==> src/rtl/spu_ls_pkg.sv <==
// spu_ls_pkg: shared types and default sizes for the SPU local-store port arbiter.
//   owner_e     - which requester a returned read beat belongs to
//   arb_state_e - arbiter FSM states
//   ret_tag_t   - tag carried down the read-return pipeline
package spu_ls_pkg;

    localparam int unsigned LS_AW_DEF    = 14;   // quadword address width (256KB / 16B)
    localparam int unsigned QW_DEF       = 128;  // quadword width in bits
    localparam int unsigned IF_BEATS_DEF = 4;    // quadwords per 64B instruction line
    localparam int unsigned BEAT_W       = 2;    // if_beat width; bounds IF_BEATS to 2..4

    typedef enum logic [1:0] {
        OWN_NONE,
        OWN_DMA,
        OWN_LSU,
        OWN_IF
    } owner_e;

    typedef enum logic {
        IDLE,
        BURST
    } arb_state_e;

    typedef struct packed {
        logic              valid;
        owner_e            owner;
        logic [BEAT_W-1:0] beat;
    } ret_tag_t;

endpackage

==> src/rtl/ls_ret_pipe.sv <==
// ls_ret_pipe: LS_LAT-deep shift register of read-return tags. A tag enters on every
// port strobe (valid=0 for writes/idle) and, when it reaches the last stage, is decoded
// into exactly one rvalid strobe for its owner, aligned with the LS read data.
//   clk, reset     - clock, synchronous active-high reset (clears all stages)
//   i_valid        - a read was strobed this cycle
//   i_owner        - owner of that read (owner_e encoding)
//   i_beat         - refill beat index (IFETCH only)
//   o_dma_rvalid   - returning beat belongs to DMA
//   o_lsu_rvalid   - returning beat belongs to LSU
//   o_if_rvalid    - returning beat belongs to instruction refill
//   o_if_beat      - beat index of the returning refill beat (0 when none)
module ls_ret_pipe
    import spu_ls_pkg::*;
#(
    parameter int unsigned LS_LAT = 2
) (
    input  logic              clk,
    input  logic              reset,
    input  logic              i_valid,
    input  logic [1:0]        i_owner,
    input  logic [BEAT_W-1:0] i_beat,
    output logic              o_dma_rvalid,
    output logic              o_lsu_rvalid,
    output logic              o_if_rvalid,
    output logic [BEAT_W-1:0] o_if_beat
);

    ret_tag_t r_pipe [LS_LAT];
    ret_tag_t w_in;
    ret_tag_t w_out;
    logic     w_valid;

    assign w_in = '{valid: i_valid, owner: owner_e'(i_owner), beat: i_beat};

    always_ff @(posedge clk) begin
        if (reset) begin
            for (int k = 0; k < int'(LS_LAT); k++) begin
                r_pipe[k] <= '0;
            end
        end else begin
            r_pipe[0] <= w_in;
            for (int k = 1; k < int'(LS_LAT); k++) begin
                r_pipe[k] <= r_pipe[k-1];
            end
        end
    end

    assign w_out = r_pipe[LS_LAT-1];

    // Suppress the stage during reset so in-flight beats never produce a response.
    assign w_valid = w_out.valid && !reset;

    assign o_dma_rvalid = w_valid && (w_out.owner == OWN_DMA);
    assign o_lsu_rvalid = w_valid && (w_out.owner == OWN_LSU);
    assign o_if_rvalid  = w_valid && (w_out.owner == OWN_IF);
    assign o_if_beat    = o_if_rvalid ? w_out.beat : '0;

endmodule

==> src/rtl/ls_port_arbiter.sv <==
// ls_port_arbiter: shares the single quadword LS port between DMA, LSU and instruction
// line refill. Fixed priority DMA > LSU > IFETCH; IFETCH jumps to the top once it has
// been denied STARVE_MAX consecutive IDLE cycles. An IFETCH win issues a non-interruptible
// burst of IF_BEATS consecutive quadword reads from the line-aligned address.
//   clk, reset                 - clock, synchronous active-high reset
//   dma_* / lsu_*              - request, write enable, address, write data; gnt; rvalid
//   if_req, if_addr            - line refill request and (unaligned) line address
//   if_gnt                     - pulses with beat 0 of the burst
//   if_rvalid, if_beat, if_done- refill beat return, its index, last-beat pulse
//   ls_en, ls_we, ls_addr, ls_wdata, ls_rdata - LS port (read data LS_LAT cycles later)
//   rdata                      - ls_rdata forwarded unregistered
// Optional build macro LS_ARB_STATS_EN adds 32-bit stat_dma_cnt, stat_lsu_cnt,
// stat_if_cnt (bursts) and stat_starve_cnt (forced promotions) outputs.
module ls_port_arbiter
    import spu_ls_pkg::*;
#(
    parameter int unsigned LS_AW      = LS_AW_DEF,
    parameter int unsigned QW         = QW_DEF,
    parameter int unsigned IF_BEATS   = IF_BEATS_DEF,
    parameter int unsigned LS_LAT     = 2,
    parameter int unsigned STARVE_MAX = 8
) (
    input  logic              clk,
    input  logic              reset,
    input  logic              dma_req,
    input  logic              dma_we,
    input  logic [LS_AW-1:0]  dma_addr,
    input  logic [QW-1:0]     dma_wdata,
    output logic              dma_gnt,
    output logic              dma_rvalid,
    input  logic              lsu_req,
    input  logic              lsu_we,
    input  logic [LS_AW-1:0]  lsu_addr,
    input  logic [QW-1:0]     lsu_wdata,
    output logic              lsu_gnt,
    output logic              lsu_rvalid,
    input  logic              if_req,
    input  logic [LS_AW-1:0]  if_addr,
    output logic              if_gnt,
    output logic              if_rvalid,
    output logic [1:0]        if_beat,
    output logic              if_done,
    output logic              ls_en,
    output logic              ls_we,
    output logic [LS_AW-1:0]  ls_addr,
    output logic [QW-1:0]     ls_wdata,
    input  logic [QW-1:0]     ls_rdata,
    output logic [QW-1:0]     rdata
`ifdef LS_ARB_STATS_EN
    ,
    output logic [31:0]       stat_dma_cnt,
    output logic [31:0]       stat_lsu_cnt,
    output logic [31:0]       stat_if_cnt,
    output logic [31:0]       stat_starve_cnt
`endif
);

    localparam int unsigned       SW        = $clog2(STARVE_MAX + 1);
    localparam logic [LS_AW-1:0]  LINE_MASK = ~LS_AW'(IF_BEATS - 1);
    localparam logic [BEAT_W-1:0] LAST_BEAT = BEAT_W'(IF_BEATS - 1);

    arb_state_e        r_state, w_state_nxt;
    logic [BEAT_W-1:0] r_beat_cnt, w_beat_cnt_nxt;
    logic [LS_AW-1:0]  r_base, w_base_nxt;
    logic [SW-1:0]     r_starve_cnt, w_starve_nxt;

    logic              w_if_force;
    logic [LS_AW-1:0]  w_if_base;
    ret_tag_t          w_tag;

    assign w_if_force = (r_starve_cnt == SW'(STARVE_MAX)) && if_req;
    assign w_if_base  = if_addr & LINE_MASK;

    // Grants and port drive are combinational; everything is held low during reset.
    always_comb begin
        dma_gnt        = 1'b0;
        lsu_gnt        = 1'b0;
        if_gnt         = 1'b0;
        ls_en          = 1'b0;
        ls_we          = 1'b0;
        ls_addr        = '0;
        ls_wdata       = '0;
        w_state_nxt    = r_state;
        w_beat_cnt_nxt = r_beat_cnt;
        w_base_nxt     = r_base;
        w_tag          = '{valid: 1'b0, owner: OWN_NONE, beat: '0};
        if (!reset) begin
            unique case (r_state)
                IDLE: begin
                    if (w_if_force || (if_req && !dma_req && !lsu_req)) begin
                        if_gnt         = 1'b1;
                        ls_en          = 1'b1;
                        ls_addr        = w_if_base;
                        w_tag          = '{valid: 1'b1, owner: OWN_IF, beat: '0};
                        w_base_nxt     = w_if_base;
                        w_beat_cnt_nxt = BEAT_W'(1);
                        w_state_nxt    = BURST;
                    end else if (dma_req) begin
                        dma_gnt  = 1'b1;
                        ls_en    = 1'b1;
                        ls_we    = dma_we;
                        ls_addr  = dma_addr;
                        ls_wdata = dma_wdata;
                        w_tag    = '{valid: !dma_we, owner: OWN_DMA, beat: '0};
                    end else if (lsu_req) begin
                        lsu_gnt  = 1'b1;
                        ls_en    = 1'b1;
                        ls_we    = lsu_we;
                        ls_addr  = lsu_addr;
                        ls_wdata = lsu_wdata;
                        w_tag    = '{valid: !lsu_we, owner: OWN_LSU, beat: '0};
                    end
                end
                BURST: begin
                    // Base is line aligned, so the add never carries out of the line.
                    ls_en          = 1'b1;
                    ls_addr        = r_base + LS_AW'(r_beat_cnt);
                    w_tag          = '{valid: 1'b1, owner: OWN_IF, beat: r_beat_cnt};
                    w_beat_cnt_nxt = r_beat_cnt + BEAT_W'(1);
                    if (r_beat_cnt == LAST_BEAT) begin
                        w_beat_cnt_nxt = '0;
                        w_state_nxt    = IDLE;
                    end
                end
                default: w_state_nxt = IDLE;
            endcase
        end
    end

    // Counts consecutive IDLE cycles in which a pending refill lost arbitration.
    always_comb begin
        w_starve_nxt = r_starve_cnt;
        if (if_gnt || !if_req) begin
            w_starve_nxt = '0;
        end else if (r_state == IDLE && r_starve_cnt != SW'(STARVE_MAX)) begin
            w_starve_nxt = r_starve_cnt + SW'(1);
        end
    end

    always_ff @(posedge clk) begin
        if (reset) begin
            r_state      <= IDLE;
            r_beat_cnt   <= '0;
            r_base       <= '0;
            r_starve_cnt <= '0;
        end else begin
            r_state      <= w_state_nxt;
            r_beat_cnt   <= w_beat_cnt_nxt;
            r_base       <= w_base_nxt;
            r_starve_cnt <= w_starve_nxt;
        end
    end

    ls_ret_pipe #(
        .LS_LAT(LS_LAT)
    ) u_ret_pipe (
        .clk         (clk),
        .reset       (reset),
        .i_valid     (w_tag.valid),
        .i_owner     (w_tag.owner),
        .i_beat      (w_tag.beat),
        .o_dma_rvalid(dma_rvalid),
        .o_lsu_rvalid(lsu_rvalid),
        .o_if_rvalid (if_rvalid),
        .o_if_beat   (if_beat)
    );

    assign if_done = if_rvalid && (if_beat == LAST_BEAT);
    assign rdata   = ls_rdata;

`ifdef LS_ARB_STATS_EN
    always_ff @(posedge clk) begin
        if (reset) begin
            stat_dma_cnt    <= '0;
            stat_lsu_cnt    <= '0;
            stat_if_cnt     <= '0;
            stat_starve_cnt <= '0;
        end else begin
            if (dma_gnt) stat_dma_cnt <= stat_dma_cnt + 32'd1;
            if (lsu_gnt) stat_lsu_cnt <= stat_lsu_cnt + 32'd1;
            if (if_gnt)  stat_if_cnt  <= stat_if_cnt + 32'd1;
            if (if_gnt && w_if_force) stat_starve_cnt <= stat_starve_cnt + 32'd1;
        end
    end
`endif

endmodule

==> config.mk <==
export PLATFORM = sky130hd
export DESIGN_NAME = ls_port_arbiter
export DESIGN_NICKNAME = d
export VERILOG_FILES = /design/src/rtl/spu_ls_pkg.sv /design/src/rtl/ls_ret_pipe.sv /design/src/rtl/ls_port_arbiter.sv
export SDC_FILE = /design/constraint.sdc
export NUM_CORES = 1
export LEC_CHECK = 0
export CORE_AREA = 5 5 276 278
export CTS_CLUSTER_SIZE = 20
export DETAILED_ROUTE_END_ITERATION = 16
export DIE_AREA = 0 0 281 283
export PLACE_DENSITY = 0.35
export SYNTH_ARGS = -nofsm -noshare
export SYNTH_HDL_FRONTEND = slang
export SYNTH_SLANG_ARGS = --single-unit
==> constraint.sdc <==
create_clock -name clk -period 1.75 [get_ports clk]
set_input_delay 0.175 -clock clk [delete_from_list [all_inputs] [get_ports clk]]
set_output_delay 0.175 -clock clk [all_outputs]
set_load 0.02 [all_outputs]
# After elaboration in Yosys (flattened, before gate mapping)
# Memories as Yosys holds them, arrays and structs flattened.
# Cells that the tools add are included.
[totals] mem_bits_rw=10 out_inout_bits=281 wordCells=85 n_memories=1 register_bits=19
[memory_table] name="u_ret_pipe.r_pipe" words=2 width=5 rd=2 rd_clocked_by_memory_dff=0 write_ports=2 line="ls_ret_pipe.sv:28" text="ret_tag_t r_pipe [LS_LAT];"
[classes] add_sub_neg=3 eq_ne=8 reduce_logical=19 bitwise_logic=3 n_mux=47
[ops] op="two-way mux 128 bit" n=5
[ops] op="two-way mux 14 bit" n=4
[ops] op="two-way mux 5 bit" n=6
[ops] op="case mux 14 bit (2 select lines)" n=1
[ops] op="two-way mux 1 bit" n=24
[ops] op="adder 14 x 2 -> 14 bit" n=1
[ops] op="case mux 5 bit (2 select lines)" n=1
[ops] op="logical AND 1 bit" n=9
[ops] op="equality test 2 bit (second input constant)" n=4
[ops] op="logical NOT 1 bit" n=6
[ops] op="two-way mux 2 bit" n=3
[ops] op="adder 4 x 1 -> 4 bit (second input constant)" n=1
[ops] op="equality test 4 bit (second input constant)" n=1
[ops] op="!= test 4 bit (second input constant)" n=1
[ops] op="case mux 1 bit (2 select lines)" n=2
[ops] op="case mux 2 bit (2 select lines)" n=1
[ops] op="adder 2 x 1 -> 2 bit (second input constant)" n=1
[ops] op="equality test 2 x 1 -> 1 bit (second input constant)" n=1
[ops] op="logical OR 1 bit" n=2
[ops] op="!= test 2 bit (second input constant)" n=1
[ops] op="OR 1 bit" n=2
[ops] op="AND reduction 2 bit" n=1
[ops] op="OR reduction 2 bit" n=1
[ops] op="NOT 1 bit" n=1

# Longest topological paths before layout
# Gate-level depths: netlist of the first run.
[depth] word_depth=9 depth_mapped=8

# By module
# Synthesis of the first run repeated with hierarchy kept, for this count alone.
[hier_totals] cells_unflattened=631 area_unflattened_um2=4421.7
[by_module_without_submodules] module="ls_port_arbiter" cells_per_inst=605 area_per_inst_um2=4106.4 instances=1
[by_module_without_submodules] module="ls_ret_pipe" cells_per_inst=26 area_per_inst_um2=315.3 instances=1

# Least setup slack after synthesis of the first run
# OpenSTA, ideal clock, no wires.
[synth_path] path_kind="reg2out" startpoint="reg r_starve_cnt[0]" endpoint="out ls_addr[10]" t_arrival_ps=1975 path_stages_with_launch=7 setup_slack_ps=-400 path_cell_list="dfxtp_1 inv_1 ha_1 nand4b_1 nand2_2 buf_2 o311ai_0"
[synth_between] elab_chain_len=6
[synth_rtl] element="start: declaration" line="ls_port_arbiter.sv:65" text="logic [SW-1:0] r_starve_cnt, w_starve_nxt;"
[synth_rtl] element="start signal: assignment" line="ls_port_arbiter.sv:150" text="r_starve_cnt <= w_starve_nxt;"
[synth_rtl] element="equality test 4 bit" line="ls_port_arbiter.sv:71" text="assign w_if_force = (r_starve_cnt == SW'(STARVE_MAX)) && if_req;"
[synth_rtl] element="logical AND 1 bit" line="ls_port_arbiter.sv:71"
[synth_rtl] element="logical OR 1 bit" line="ls_port_arbiter.sv:90" text="if (w_if_force || (if_req && !dma_req && !lsu_req)) begin"
[synth_rtl] element="two-way mux 14 bit" line="ls_port_arbiter.sv:90"
[synth_rtl] element="case mux 14 bit (2 select lines)" line="ls_port_arbiter.sv:88" text="unique case (r_state)"
[synth_rtl] element="two-way mux 14 bit" line="ls_port_arbiter.sv:87" text="if (!reset) begin"
[synth_rtl] element="end: declaration" line="ls_port_arbiter.sv:45" text="output logic [LS_AW-1:0] ls_addr,"
# Every way passes these cells.

# Worst setup path in the final report of the first run
[layout_path] startpoint="reg r_starve_cnt[0]" endpoint="out ls_wdata[41]"
[layout_between] elab_chain_len=6
[layout_rtl] element="equality test 4 bit" line="ls_port_arbiter.sv:71"
[layout_rtl] element="logical AND 1 bit" line="ls_port_arbiter.sv:71"
[layout_rtl] element="logical OR 1 bit" line="ls_port_arbiter.sv:90"
[layout_rtl] element="two-way mux 128 bit" line="ls_port_arbiter.sv:90"
[layout_rtl] element="two-way mux 128 bit" line="ls_port_arbiter.sv:88"
[layout_rtl] element="two-way mux 128 bit" line="ls_port_arbiter.sv:87"
[layout_rtl] element="end: declaration" line="ls_port_arbiter.sv:46" text="output logic [QW-1:0] ls_wdata,"
# Every way passes these cells.

==> run metrics, run 1 <==
GRT Residual Overflow 0; synth top area cells a32o_1, buf_4, dfxtp_1, buf_2, o311ai_0; register area 583 um^2; final-stage net count 1329; dpl cells 1838; final max-slew violation count 0; synthesis-stage register bit count 29; pre-CTS setup slack -1.13 ns; clk sinks 29; post-route ant nets 0; clk buf depth 2; num ports 714; Final Cell Area 10300 um^2; Max-slew headroom 75.7%; Layout Utilization 14.0%; via count 6043; RSZ-0062 raised after global routing yes; CP max-delay cell dfxtp_2; Post-synth EDFFs 0; Worst-Margin Slew 0.364 ns; status finished, violations left; maximum VDD drop 0.000321 V; Starting Density 5.69%; total negative slack -76.82 ns; gr usage total 9.77%; hold buffers post-CTS 0; die height 283 um; Port Buffer Count 455; f_max 426 MHz; vias in the first global route 6477; Synthesis Warnings 0; Crit path max-delay family buffers and inverters; top cells by count, synth a32o_1, buf_4, buf_2, dfxtp_1, o21ai_0; Seq/Total Area, Yosys 13.8%; syn_nets 938; Post-Route WL 42.0 mm; CTS H-tree depth 2; cell with the most instances after synthesis a32o_1; mapped cell area 4190 um^2; CP peak stage delay 0.32 ns; WS Path Type reg -> out; Synth Instances 502; TritonCTS clock tree yes; critical-path cell list inv_2 -> ha_4 -> and4b_2 -> buf_6 -> nor2_4 -> buf_12 -> buf_16 -> buf_8 -> buf_6 -> a32o_2 -> buf_12; first-pass GRT wire length 55.2 mm; Hold WS 0.350 ns; pwr dens 399 nW/um^2; Final Skew 0.00533 ns; final RePlAce weighted congestion 0.862; CP max FO 5; area grow syn2layout 146%; initial antenna violation count 27; fillers 8391; final setup violation count 166; Worst setup SP type flop; worst setup margin -0.598 ns; Iteration-0 DRC Markers 218; minimum clock period 2.35 ns; core area 73700 um^2; Post-synth top flop dfxtp_1; final period utilization 134%; DR WL/cell 22.4 um; Die Wd 281 um; syn avg cell area 8.35 um^2; Pwr Total 4.12 mW; largest net degree at the start of global routing 38; DR DRC count 0; Tightest Hold Check Type in -> out; Critical Path AT 2.17 ns; asr flop ratio synth 0%; Final Instance Count excl. Fillers 1874; top cell type's share of synthesized area 33.4%; DP Area 9790 um^2; CP endpoint kind primary output; share of cells above drive strength 1 46.5%; static leakage 4.45 nW; area leader, netlist a32o_1; post-DP HPWL 34.8 mm; Initial DRT Pass Iterations 4; worst path bufs/invs 7; final hold vios 0; max-cap violations 0; Die ar. 79500 um^2; total CTS buffers 5; Worst-Skew Late Latency 0.28 ns; failing checks negative setup slack; count of different cell masters after synthesis 42; Root Buffer clkbuf_16; num rows 100; CP Data Required Time 1.57 ns; vias per inst 3.22; CTS clk-pin slew, worst paths 0.06 ns; Multi-input gate area 2610 um^2
-- flip-flops by register name, summed over array words and instances, names as in the netlist --
register           cells
r_base                12
u_ret_pipe.r_pipe     10
r_starve_cnt           4
r_beat_cnt             2
r_state                1
-- kinds of logic (layout without fill, tap and decap cells) --
group	after synthesis	in the layout	share of synthesized area, %
simple gates	76	76	11.5
compound gates	195	195	42.3
flops	29	29	13.8
xor+xnor	1	1	0.209
other cells	0	11	0
buf+inv	198	590	31.2
fa+ha+maj	3	3	0.895
-- repair_timing --
action	in CTS	in global routing
endpoints found under the setup margin	167	169
cloned	7	3
resized for setup	609	138
setup buffers	4	4
pin swaps	19	36
-- placed cells by master (no fill, tap or decap), drive strengths merged, types with 2 or more instances in the layout --
master         Yosys  final
a211oi             3      3
a21oi              7      7
a22oi             13     13
a32o             140    140
and2               2      2
and3               2      2
buf              176    254
bufbuf             0      2
clkbuf            14     10
clkdlybuf4s50      0    305
dfxtp             29     29
diode              0     11
dlygate4sd2        0      9
ha                 3      3
inv                7      7
nand2             12     12
nand2b             3      3
nand3             14     14
nand4              3      3
nand4b             2      2
nor2               5      5
nor2b              8      8
nor3               3      3
nor3b             14     14
nor4               2      2
o211ai             2      2
o21ai             16     16
o311ai            12     12
-- final timing paths --
check | startpoint | endpoint | slack, ns | depth (start not counted)
min reg2reg | u_ret_pipe.r_pipe[0][1] | u_ret_pipe.r_pipe[0][6] | 0.43 | 1
max reg2reg | r_starve_cnt[0] | r_base[10] | -0.13 | 8
min | ls_rdata[119] | rdata[119] | 0.35 | 0
max | r_starve_cnt[0] | ls_wdata[41] | -0.60 | 11
-- layer usage --
metal  track usage (%)  wire (um)
met4              2.31       1320
met3              5.50       5580
met5                 0         81
met2              17.7      20900
met1              9.66      14100
-- where the power goes --
part	internal [mW]	switching [mW]	total, mW	leakage [nW]
Combinational	1.38	0.995	2.37	4.13
Clock	0.710	0.335	1.05	0.0832
Sequential	0.687	0.0146	0.701	0.237
Total	2.77	1.34	4.12	4.45
-- final cells by class --
cell class | count | area share (%)
inverter | 8 | 0.291
antenna | 11 | 0.267
tap | 969 | 11.8
clock buffer | 6 | 1.35
clock inverter | 2 | 0.364
timing repair buffer | 574 | 55.0
multi-input combinational | 275 | 25.3
sequential | 29 | 5.65
No activity file was read; power rests on OpenSTA's default activity.
==> run 2: changes to the inputs <==
--- a/config.mk
+++ b/config.mk
@@ -9,6 +9,7 @@
 export CTS_CLUSTER_SIZE = 20
 export DETAILED_ROUTE_END_ITERATION = 16
 export DIE_AREA = 0 0 281 283
+export HOLD_SLACK_MARGIN = 0.1
 export PLACE_DENSITY = 0.35
 export SYNTH_ARGS = -nofsm -noshare
 export SYNTH_HDL_FRONTEND = slang
==> results of run 2 <==
Final layout, timing and power as in run 1 (identical DEF).
